`src/rtl/seven_seg_pkg.sv`:
```
// Shared segment patterns and scan FSM state type for the seven-segment scan controller.
// Segment order is {a,b,c,d,e,f,g}, a in bit 6, active-high.
package seven_seg_pkg;

    localparam logic [6:0] SEG_0     = 7'b1111110;
    localparam logic [6:0] SEG_1     = 7'b0110000;
    localparam logic [6:0] SEG_2     = 7'b1101101;
    localparam logic [6:0] SEG_3     = 7'b1111001;
    localparam logic [6:0] SEG_4     = 7'b0110011;
    localparam logic [6:0] SEG_5     = 7'b1011011;
    localparam logic [6:0] SEG_6     = 7'b1011111;
    localparam logic [6:0] SEG_7     = 7'b1110000;
    localparam logic [6:0] SEG_8     = 7'b1111111;
    localparam logic [6:0] SEG_9     = 7'b1111011;
    localparam logic [6:0] SEG_BLANK = 7'b0000000;

    typedef enum logic {
        IDLE = 1'b0,
        SCAN = 1'b1
    } state_t;

endpackage

```
`src/rtl/bcd7seg_dec.sv`:
```
// Combinational BCD nibble to seven-segment pattern decoder.
// Non-BCD nibbles (10..15) produce a dark digit.
module bcd7seg_dec
    import seven_seg_pkg::*;
(
    input  logic [3:0] bcd,
    output logic [6:0] seg
);

    always_comb begin
        seg = SEG_BLANK;
        case (bcd)
            4'd0:    seg = SEG_0;
            4'd1:    seg = SEG_1;
            4'd2:    seg = SEG_2;
            4'd3:    seg = SEG_3;
            4'd4:    seg = SEG_4;
            4'd5:    seg = SEG_5;
            4'd6:    seg = SEG_6;
            4'd7:    seg = SEG_7;
            4'd8:    seg = SEG_8;
            4'd9:    seg = SEG_9;
            default: seg = SEG_BLANK;
        endcase
    end

endmodule

```
`src/rtl/seven_seg_scan_ctrl.sv`:
```
// Multiplexed BCD seven-segment scan controller with a shadow/active value pair swapped at frame boundaries.
// Optional build macro LEADING_ZERO_BLANK_EN darkens digits above the most significant nonzero digit.
module seven_seg_scan_ctrl
    import seven_seg_pkg::*;
#(
    parameter int NUM_DIGITS  = 4,
    parameter int REFRESH_DIV = 4
) (
    input  logic                    clk,
    input  logic                    rst,
    input  logic                    en,
    input  logic                    load,
    input  logic [4*NUM_DIGITS-1:0] bcd_in,
    output logic [6:0]              seg,
    output logic [NUM_DIGITS-1:0]   an,
    output logic                    frame_done,
    output logic                    pending
);

    localparam int DW = (NUM_DIGITS > 1) ? $clog2(NUM_DIGITS) : 1;
    localparam int VW = $clog2(REFRESH_DIV);
    localparam logic [DW-1:0] D_LAST = DW'(NUM_DIGITS - 1);
    localparam logic [VW-1:0] V_LAST = VW'(REFRESH_DIV - 1);

    state_t                  state, state_nxt;
    logic [DW-1:0]           d, d_nxt;
    logic [VW-1:0]           div, div_nxt;
    logic [4*NUM_DIGITS-1:0] shadow, active;
    logic                    scan_start, update, blank;
    logic [3:0]              nibble;
    logic [6:0]              dec_seg, seg_nxt;
    logic [NUM_DIGITS-1:0]   an_nxt;

    always_comb begin
        state_nxt  = state;
        d_nxt      = d;
        div_nxt    = div;
        scan_start = 1'b0;
        case (state)
            IDLE: begin
                if (en) begin
                    state_nxt  = SCAN;
                    d_nxt      = '0;
                    div_nxt    = '0;
                    scan_start = 1'b1;
                end
            end
            SCAN: begin
                if (!en) begin
                    state_nxt = IDLE;
                    d_nxt     = '0;
                    div_nxt   = '0;
                end else if (div == V_LAST) begin
                    div_nxt = '0;
                    d_nxt   = (d == D_LAST) ? '0 : d + DW'(1);
                end else begin
                    div_nxt = div + VW'(1);
                end
            end
            default: state_nxt = IDLE;
        endcase
    end

    assign frame_done = (state == SCAN) && (d == D_LAST) && (div == V_LAST);
    // Active only changes at frame edges, so a frame is never drawn from two values.
    assign update     = scan_start | frame_done;

    always_comb begin
        nibble = '0;
        for (int k = 0; k < NUM_DIGITS; k++) begin
            if (d == DW'(k)) nibble = active[4*k +: 4];
        end
    end

    bcd7seg_dec u_dec (
        .bcd (nibble),
        .seg (dec_seg)
    );

`ifdef LEADING_ZERO_BLANK_EN
    logic [DW-1:0] msd;

    always_comb begin
        msd = '0;
        for (int k = 1; k < NUM_DIGITS; k++) begin
            if (active[4*k +: 4] != 4'd0) msd = DW'(k);
        end
    end

    assign blank = (d > msd);
`else
    assign blank = 1'b0;
`endif

    assign seg_nxt = ((state == SCAN) && !blank) ? dec_seg : SEG_BLANK;
    assign an_nxt  = (state == SCAN) ? (NUM_DIGITS'(1) << d) : '0;

    always_ff @(posedge clk) begin
        if (rst) begin
            state   <= IDLE;
            d       <= '0;
            div     <= '0;
            shadow  <= '0;
            active  <= '0;
            pending <= 1'b0;
            seg     <= SEG_BLANK;
            an      <= '0;
        end else begin
            state   <= state_nxt;
            d       <= d_nxt;
            div     <= div_nxt;
            if (load)   shadow <= bcd_in;
            if (update) active <= shadow;
            pending <= load | (pending & ~update);
            seg     <= seg_nxt;
            an      <= an_nxt;
        end
    end

endmodule

```
`config.mk`:
```
export PLATFORM = sky130hd
export DESIGN_NAME = seven_seg_scan_ctrl
export DESIGN_NICKNAME = d
export VERILOG_FILES = /design/src/rtl/seven_seg_pkg.sv /design/src/rtl/bcd7seg_dec.sv /design/src/rtl/seven_seg_scan_ctrl.sv
export SDC_FILE = /design/constraint.sdc
export NUM_CORES = 1
export LEC_CHECK = 0
export ABC_AREA = 1
export CORE_ASPECT_RATIO = 1.25
export CORE_MARGIN = 2
export CORE_UTILIZATION = 50
export DETAILED_ROUTE_END_ITERATION = 12
export MAX_ROUTING_LAYER = met4
export PLACE_DENSITY = 0.74
export SYNTH_ARGS = -nofsm -noshare
export SYNTH_HDL_FRONTEND = slang
export SYNTH_HIERARCHICAL = 1
export SYNTH_SLANG_ARGS = --single-unit
```
`constraint.sdc`:
```
create_clock -name clk -period 4.5 [get_ports clk]
set_input_delay 0.9 -clock clk [delete_from_list [all_inputs] [get_ports clk]]
set_output_delay 0.9 -clock clk [all_outputs]
set_load 0.05 [all_outputs]
```
==> results_dict.tcl <==
set metrics [dict create \
    yosys_warnings 6 \
    period_share_pct 68.3 \
    worst_slack_ps 1430 \
    synthToLayoutAreaGrowth_pct 18.0 \
    post-cts-setup-buffer-count 0 \
    combPwrFrac_pct 17.9 \
    ys_ff_latch 49 \
    h-tree-depth 2 \
    swShare_pct 26.6 \
    cp-end-kind "output port" \
    clock_path_buffers 2 \
    cts_buffers 5 \
    period_needed_ps 3070 \
    p_per_area_nw_per_um2 349 \
    p_seq_share_pct 50.7 \
    synth-seq-area-share_pct 43.1 \
    clkPwrFrac_pct 31.4 \
    final_common_cell "nand2_1" \
    rsz0062_at_grt "no" \
    relSlewSlack_pct 42.3 \
    grt_pass1_vias 1526 \
    min_path_type "register to register" \
    core_area_um2 4390 \
    status "finished, final reports clean" \
    synth_top_family_by_area "simple AND/OR/NAND/NOR gates" \
    peakVddDrop_v 0.000229 \
    first_pass_iters 4 \
    routedWlPerCell_um 9.38 \
    syn_nets 339 \
    ant_nets 0 \
    dp_slack_ps 1680 \
    first_iter_violations 56 \
    synthAdderAreaFrac_pct 6.05 \
    synth_compound_area_share_pct 9.02 \
    clkTransAtPathRegs_ps 80 \
    routed_wl_mm 3.69 \
    start_util_pct 51.8 \
    clk_latency_ps 290 \
    rows 27 \
    layout-drive-gt1-share_pct 11.0 \
    synth_xor_area_share_pct 0 \
    timing.fmax_mhz 325 \
    boundaryPins 33 \
    netlist_top_cells_area "dfxtp_1, nand2_1, inv_1, ha_1, a21oi_1" \
    fin_nets 366 \
    tightest_slew_ps 864 \
    skew_ps 5.79 \
    die_w_um 64.3 \
    yosys.area_share.simple_pct 30.7 \
    cts.sinks 49 \
    post_cts_resize_count 0 \
    yosysTopAreaCellShare_pct 43.1 \
    hold_viol_final 0 \
    synthesis.area_um2 2270 \
    p_int_uw 689 \
    setup_violations 0 \
    antennaDiodeCount 0 \
    tns_ps 0 \
    synth_cell_types 22 \
    vias_per_cell 4.68 \
    grt_pass1_wl_mm 6.47 \
    dp_hpwl_mm 2.76 \
    antenna_found_initial 0 \
    grt_overflow 0 \
    cp-start-kind "register" \
    syn_area_per_cell_um2 7.39 \
    nFillCells 430 \
    power_switching_uw 249 \
    fp.dieArea_um2 5110 \
    gp_congestion 0.775 \
    track_usage_pct 16.4 \
    drc 0 \
    path_class "register to output port" \
    fp.dieH_um 79.4 \
    tritoncts "done" \
    cap_violations 0 \
    cp.required_ps 3600 \
    cts-root-buf "clkbuf_8" \
    critPathMaxFanout 10 \
    hold_buffers 0 \
    slew_violations 0 \
    critical_path_arrival_ps 2170 \
    p_leak_uw 0.00124 \
    synth_mux_area_share_pct 0 \
    synth_cells 308 \
    io_buffers 32 \
    num_vias 1839 \
    final_cell_mix "nand2_1, dfxtp_1, inv_1" \
    grt_max_degree 36 \
    synth_largest_area_cell "dfxtp_1" \
]
[per-stage QoR]
step | hold WS [ps] | util (%) | area [um2] | total power, uW | instances
detailed placement | 448 | 58.8 | 2580 | 656 | 386
floorplan | 429 | - | 2270 | 614 | 308
CTS | 460 | 61.1 | 2690 | 946 | 393
finish | 456 | 61.1 | 2690 | 938 | 393
global route | 481 | 61.1 | 2690 | 994 | 393
global placement | 443 | 58.8 | 2580 | 652 | 386
[sequential cells by signal, indices dropped and copies added, names as in the netlist]
register  flops
div           2
state         1
d             2
active       16
seg           7
shadow       16
pending       1
an            4
[logic make-up (layout without fill, tap and decap cells)]
group           after synthesis  in the layout
flops                        49             49
buf+inv                      55             82
simple gates                152            152
compound gates               41             41
fa+ha+maj                    11             11
[power by group through the flow]
stage	Clock, uW	Sequential [uW]	Combinational, uW
after CTS	300	476	170
final	295	476	168
after global routing	322	479	193
after floorplan	0	498	117
after detailed placement	0	486	170
after global placement	0	485	167
[path summary, 6_finish.rpt]
| kind | from | end | slack, ps | depth (start not counted) |
|---|---|---|---|---|
| worst min register to register | shadow[9]$_SDFFE_PP0P_ | shadow[9]$_SDFFE_PP0P_ | 460 | 2 |
| worst min-delay path | shadow[9]$_SDFFE_PP0P_ | shadow[9]$_SDFFE_PP0P_ | 460 | 2 |
| worst max-delay path | d[1]$_SDFFE_PP0P_ | frame_done | 1430 | 4 |
| worst max register to register | d[0]$_SDFFE_PP0P_ | seg[3]$_SDFF_PP0_ | 2340 | 15 |
[Yosys cell counts]
master    number
a21oi_1       24
buf_12         1
buf_2          2
buf_4          2
buf_6          2
clkbuf_1       5
dfxtp_1       49
ha_1          11
inv_1         39
inv_2          2
inv_4          2
nand2_1       65
nand2_2        2
nand2_4        2
nand3_1       24
nand3_2        1
nand4_1        1
nor2_1        31
nor2_2        19
nor2_4         2
nor3_1         5
o21ai_0       17
[per-layer routing]
layer	up-vias	wire length (um)	GRT usage, %	part of all wire (%)
met3	6	121	2.96	3.3
met1	800	1730	19.5	47
met2	32	1770	27.3	48
li1	1001	-	-	-
met5	-	0	-	0
met4	0	70	7.02	1.9
[area by class of cell]
class	count	area, um2	area share [%]
clock buffers	5	68.8	2.56
clock inverters	2	35.0	1.30
inverters	43	166	6.20
multi-input cells	204	1040	38.8
flip-flops and latches	49	981	36.5
well taps	58	72.6	2.70
repair buffers	32	320	11.9
[worst max-delay path, cell delays in order, from the launching register on]
cell and delay (ps):
dfxtp_1 430, ha_1 420, nand2_2 130, nor2_1 110, clkdlybuf4s50_1 800
No activity file was read; power rests on OpenSTA's default activity.
